===== config.mk =====
export PLATFORM = sky130hd
export DESIGN_NAME = fsm_seq_timer_gen
export DESIGN_NICKNAME = d
export VERILOG_FILES = /design/src/rtl/fsm_seq_pkg.sv /design/src/rtl/serial_pattern_match.sv /design/src/rtl/fsm_seq_timer_gen.sv
export SDC_FILE = /design/constraint.sdc
export NUM_CORES = 1
export LEC_CHECK = 0
export BUFFER_PORTS_ARGS = -buffer_cell sky130_fd_sc_hd__buf_4
export CAP_MARGIN = 10
export CELL_PAD_IN_SITES_DETAIL_PLACEMENT = 0
export CELL_PAD_IN_SITES_GLOBAL_PLACEMENT = 1
export CORE_UTILIZATION = 41
export DETAILED_ROUTE_END_ITERATION = 10
export PLACE_DENSITY_LB_ADDON = 0.1
export SLEW_MARGIN = 30
export SYNTH_ARGS = -nofsm -noshare
export SYNTH_HDL_FRONTEND = slang
export SYNTH_SLANG_ARGS = --single-unit

===== constraint.sdc =====
create_clock -name clk -period 1.6 [get_ports clk]
set_input_delay 0.16 -clock clk [delete_from_list [all_inputs] [get_ports clk]]
set_output_delay 0.16 -clock clk [all_outputs]
set_load 0.01 [all_outputs]

===== src/rtl/fsm_seq_pkg.sv =====
// rtl/fsm_seq_pkg.sv - shared state encoding and width helpers for the sequence timer
package fsm_seq_pkg;

  typedef enum logic [1:0] {
    SEARCH = 2'd0,
    SHIFT  = 2'd1,
    COUNT  = 2'd2,
    DONE   = 2'd3
  } state_t;

  function automatic int min1_clog2(input int n);
    int w;
    w = $clog2(n);
    return (w < 1) ? 1 : w;
  endfunction

  function automatic int presc_w(input int prescale);
    return min1_clog2(prescale);
  endfunction

endpackage


===== src/rtl/serial_pattern_match.sv =====
// rtl/serial_pattern_match.sv - serial history buffer and start-pattern compare
module serial_pattern_match
  import fsm_seq_pkg::*;
#(
  parameter int                   PATTERN_W = 4,
  parameter logic [PATTERN_W-1:0] PATTERN   = 4'b1101
) (
  input  logic clk,
  input  logic reset,
  input  logic clr,
  input  logic en,
  input  logic data,
  output logic match
);

  localparam int                CNT_W    = min1_clog2(PATTERN_W);
  localparam logic [CNT_W-1:0]  CNT_FULL = CNT_W'(PATTERN_W - 1);

  logic [PATTERN_W-2:0] hist_q;
  logic [CNT_W-1:0]     hist_cnt_q;
  logic [PATTERN_W-1:0] window;

  assign window = {hist_q, data};

  // hist_cnt gating keeps a freshly cleared history from matching zero-led patterns
  assign match = en && (hist_cnt_q == CNT_FULL) && (window == PATTERN);

  always_ff @(posedge clk) begin
    if (reset || clr) begin
      hist_q     <= '0;
      hist_cnt_q <= '0;
    end else if (en) begin
      hist_q <= window[PATTERN_W-2:0];
      if (hist_cnt_q != CNT_FULL) begin
        hist_cnt_q <= hist_cnt_q + CNT_W'(1);
      end
    end
  end

endmodule


===== src/rtl/fsm_seq_timer_gen.sv =====
// rtl/fsm_seq_timer_gen.sv - pattern-triggered serial-delay prescaled timer with done/ack handshake
module fsm_seq_timer_gen
  import fsm_seq_pkg::*;
#(
  parameter int                   PATTERN_W = 4,
  parameter logic [PATTERN_W-1:0] PATTERN   = 4'b1101,
  parameter int                   SHIFT_W   = 4,
  parameter int                   PRESCALE  = 1000
) (
  input  logic               clk,
  input  logic               reset,
  input  logic               data,
  input  logic               ack,
  input  logic               abort,
  output logic               shift_ena,
  output logic               counting,
  output logic               done,
  output logic [SHIFT_W-1:0] count
);

  localparam int             PW        = presc_w(PRESCALE);
  localparam logic [PW-1:0]  PRESC_MAX = PW'(PRESCALE - 1);
  localparam int             BW        = min1_clog2(SHIFT_W);
  localparam logic [BW-1:0]  BIT_LAST  = BW'(SHIFT_W - 1);

  state_t             state_q, state_d;
  logic               match;
  logic               hist_clr;
  logic [BW-1:0]      bit_cnt_q;
  logic [SHIFT_W-1:0] delay_q;
  logic [SHIFT_W:0]   delay_ext;
  logic [SHIFT_W-1:0] delay_nx;
  logic [SHIFT_W-1:0] cnt_q;
  logic [PW-1:0]      presc_q;
  logic               last_bit;
  logic               presc_zero;
  logic               cnt_zero;

  serial_pattern_match #(
    .PATTERN_W(PATTERN_W),
    .PATTERN  (PATTERN)
  ) u_match (
    .clk  (clk),
    .reset(reset),
    .clr  (hist_clr),
    .en   (state_q == SEARCH),
    .data (data),
    .match(match)
  );

  // widening first keeps SHIFT_W==1 legal without a negative slice
  assign delay_ext  = {delay_q, data};
  assign delay_nx   = delay_ext[SHIFT_W-1:0];
  assign last_bit   = (bit_cnt_q == BIT_LAST);
  assign presc_zero = (presc_q == '0);
  assign cnt_zero   = (cnt_q == '0);

  assign shift_ena = (state_q == SHIFT);
  assign counting  = (state_q == COUNT);
  assign done      = (state_q == DONE);
  assign count     = counting ? cnt_q : '0;

  always_comb begin
    state_d  = state_q;
    hist_clr = 1'b0;
    case (state_q)
      SEARCH: begin
        if (match) state_d = SHIFT;
      end
      SHIFT: begin
        if (abort) begin
          state_d  = SEARCH;
          hist_clr = 1'b1;
        end else if (last_bit) begin
          state_d = COUNT;
        end
      end
      COUNT: begin
        if (abort) begin
          state_d  = SEARCH;
          hist_clr = 1'b1;
        end else if (presc_zero && cnt_zero) begin
          state_d = DONE;
        end
      end
      DONE: begin
        if (ack) begin
          state_d  = SEARCH;
          hist_clr = 1'b1;
        end
      end
      default: state_d = SEARCH;
    endcase
  end

  always_ff @(posedge clk) begin
    if (reset) begin
      state_q   <= SEARCH;
      bit_cnt_q <= '0;
      delay_q   <= '0;
      cnt_q     <= '0;
      presc_q   <= '0;
    end else begin
      state_q <= state_d;
      case (state_q)
        SEARCH: bit_cnt_q <= '0;
        SHIFT: begin
          delay_q   <= delay_nx;
          bit_cnt_q <= bit_cnt_q + BW'(1);
          if (last_bit) begin
            cnt_q   <= delay_nx;
            presc_q <= PRESC_MAX;
          end
        end
        COUNT: begin
          // each unit lasts PRESCALE cycles; the final unit ends with cnt at zero
          if (presc_zero) begin
            if (!cnt_zero) begin
              cnt_q   <= cnt_q - SHIFT_W'(1);
              presc_q <= PRESC_MAX;
            end
          end else begin
            presc_q <= presc_q - PW'(1);
          end
        end
        default: ;
      endcase
    end
  end

endmodule


==> summary.txt <==
Drt
  – Drt drc: 0
  – Vias per std cell: ~5.9
  – 1st-iter DRT viols: approximately 110
  – Total Wirelength: 4960 um
  – First-pass detailed-route iteration total: 4
  – Vias: between 1,500 and 2,000
  – Post-route ant nets: 0
  – Average wire per standard cell: roughly 17 um

Timing
  – Slew headroom: between 70% and 80%
  – Max Fclk: about 590 MHz
  – Slew @ Worst Pin: roughly 350 ps
  – Final setup violation count: 9
  – Tmin final: roughly 1700 ps
  – RSZ-0062 raised after global routing: yes
  – Post-route setup TNS: -492 ps
  – Clock Skews: ~3.7 ps
  – Final Cycle Share: 106%
  – Final Slew Violations: 0
  – Final Hold Vio Count: 0
  – Final worst slack: -89.4 ps

Critical path
  – R2R setup slack: -90 ps
  – Nature of the critical path startpoint: register
  – Max FO, Critical Path: 3
  – CP delay by family, top: simple AND/OR/NAND/NOR gates
  – Critical Path RT: about 1800 ps
  – Worst path buffer plus inverter count: 0
  – CP max stage cell: or4_4
  – Worst EP arrival: about 1900 ps
  – Critical path class: register to register
  – Worst setup EP type: register
  – Crit path cell chain: or4_4 -> nor4_4 -> o311a_1 -> mux2i_1
  – CP peak stage delay: between 500 and 600 ps

Pwr
  – PwrDens: around 800 mW/mm2
  – Leak Pwr: ~0.00093 uW
  – Maximum vdd drop: ~0.42 mV
  – Overall Power: ~2000 uW

Run status
  – Failing checks: setup timing
  – Status: complete, but fails checks

GRT
  – Total grt overflow: 0
  – Vias in the first global route: ~1,600
  – Initial antenna violation count: 0
  – First-pass GRT wire length: a little under 8000 um
  – GRT Overall Usage: ~24%
  – Largest net degree at the start of global routing: 21

Yosys
  – Synth Flop Type: dfxtp_1
  – Net Count, Synth: 193
  – Ys Warns: 0
  – Cells after Synth: 180
  – Post-synthesis sequential area ratio: approximately a third
  – Post-synthesis register bit count: 26
  – Syn Area/Cell: ~9.0 um2
  – Post-synth EDFFs: 0
  – Synthesized area: 0.00162 mm2
  – Unique masters post-synth: 54
  – Async SR Flop Fraction: 0%

Place
  – Buffers on Ports: 11
  – GPL Wtd Cong: 0.916
  – Hpwl dp: 3220 um
  – Inst Count DP: 265
  – Pre-CTS setup slack: -180 ps

Die
  – I/O pins: 12
  – Die Y: roughly 65 um
  – Die area: 0.00420 mm2
  – Starting Density: about 44%
  – Core Region: 0.00372 mm2
  – Std cell rows: 22
  – Die width: around 65 um

Flow run
  – Max-cap violations: 0

Clocking
  – CTS tree: done
  – Htree depth: 1
  – Num CTS Buffers: 3
  – Total clock sinks: 26
  – Reg clk slew, reported paths: approximately 90 ps
  – Maximum buffer depth of the clock tree: 2
  – Clk root buf: clkbuf_8
  – Clock latency on the worst-skew pair: roughly 280 ps

Finish
  – Layout cells sized above 1: a little under three fifths
  – Leading cell type in the layout, fill and taps excluded: buf_4
  – Final core occ: between 60% and 70%
  – Commonest cells after routing, fill and taps aside: buf_4 (54), nor2_1 (16), dfxtp_1 (12), dfxtp_2 (11), mux2i_1 (9)
  – # diodes: 0
  – Nets: between 200 and 300
  – Finished Layout Cells: roughly 290
  – Area grow syn2layout: 51.6%

Hold path
  – Worst hold path type: primary input to register
==> cell families (layout without fill, tap and decap cells) <==
| logic type | count (synthesis) | in the layout | share of synthesized area (%) |
|---|---|---|---|
| adders and majority gates | 8 | 8 | 6.18 |
| buffers and inverters | 17 | 74 | 5.80 |
| xor gates and xnor gates | 1 | 1 | 0.541 |
| muxes | 10 | 10 | 6.26 |
| and+or+nand+nor | 72 | 72 | 29.4 |
| AOI/OAI and AO/OA | 46 | 46 | 19.6 |
| DFF | 26 | 26 | 32.1 |
==> report_power, final <==
part | switching, uW | total (uW) | internal (uW)
sequential | 66.7 | 775 | 708
combinational | 394 | 850 | 455
clock | 214 | 386 | 173
==> stage by stage <==
step           hold WS, ps  instance area, um2
2_1_floorplan          307                1720
3_3_place_gp           447                2040
3_5_place_dp           456                2040
4_1_cts                167                2260
5_1_grt                176                2450
6_report               165                2450
==> worst paths after layout <==
check                                startpoint                                 end  depth (start not counted)
max reg2reg             presc_q[7]$_SDFFE_PP0P_             state_q[1]$_SDFFE_PP0P_                          4
min reg2reg  u_match.hist_cnt_q[1]$_SDFFE_PP0P_  u_match.hist_cnt_q[1]$_SDFFE_PP0P_                          2
min                                        data             delay_q[0]$_SDFFE_PP0P_                          3
max                     presc_q[7]$_SDFFE_PP0P_             state_q[1]$_SDFFE_PP0P_                          4
==> area by class of cell <==
cell class,instances,area [um2]
Fill cell,291,1260
Tap cell,48,60.1
Sequential cell,26,546
Clock inverter,1,3.75
Timing Repair Buffer,61,484
Clock buffer,3,41.3
Multi-Input combinational cell,137,1280
Inverter,9,42.5
==> worst register-to-register path: stages, from the launching register on <==
cell,delay [ps]
dfxtp_2,350
or4_4,570
nor4_4,280
o311a_1,240
mux2i_1,180
==> synth_stat cells (3+ instances only) <==
cell type  instances  area share (%)
nor2_1            20             4.6
mux2i_1            9             5.6
o21ai_0           10             3.1
or3_1              3             1.2
a21oi_1            8             2.5
inv_1              9             2.1
ha_1               8             6.2
nor3b_1            4             1.9
and4_1             3             1.6
a31oi_1            7             2.7
nand4_1            4             1.5
nand2_1            6             1.4
nand2b_1           6             2.3
clkbuf_1           3            0.70
or4_1              5             2.3
o31ai_1            4             1.9
dfxtp_1           26              32
==> state kept, by name (all words and copies together) (netlist names) <==
register	count
cnt_q	4
state_q	2
delay_q	3
presc_q	10
bit_cnt_q	2
u_match.hist_q	3
u_match.hist_cnt_q	2
==> metal layers <==
metal,global-route usage [%],vias up,share of wire (%)
met1,30.7,804,43
met4,9.72,0,1.8
li1,-,801,-
met3,3.35,8,6.1
met5,0,-,0
met2,40.2,66,49
==> repair_timing <==
action                     4_1_cts  5_1_grt
hold buffers                     0        0
setup endpoints to repair       13       16
pin swaps                       17       23
gates resized for setup         26       43
buffers inserted                13        4
Note: power is estimated with default switching activity, not from simulation.
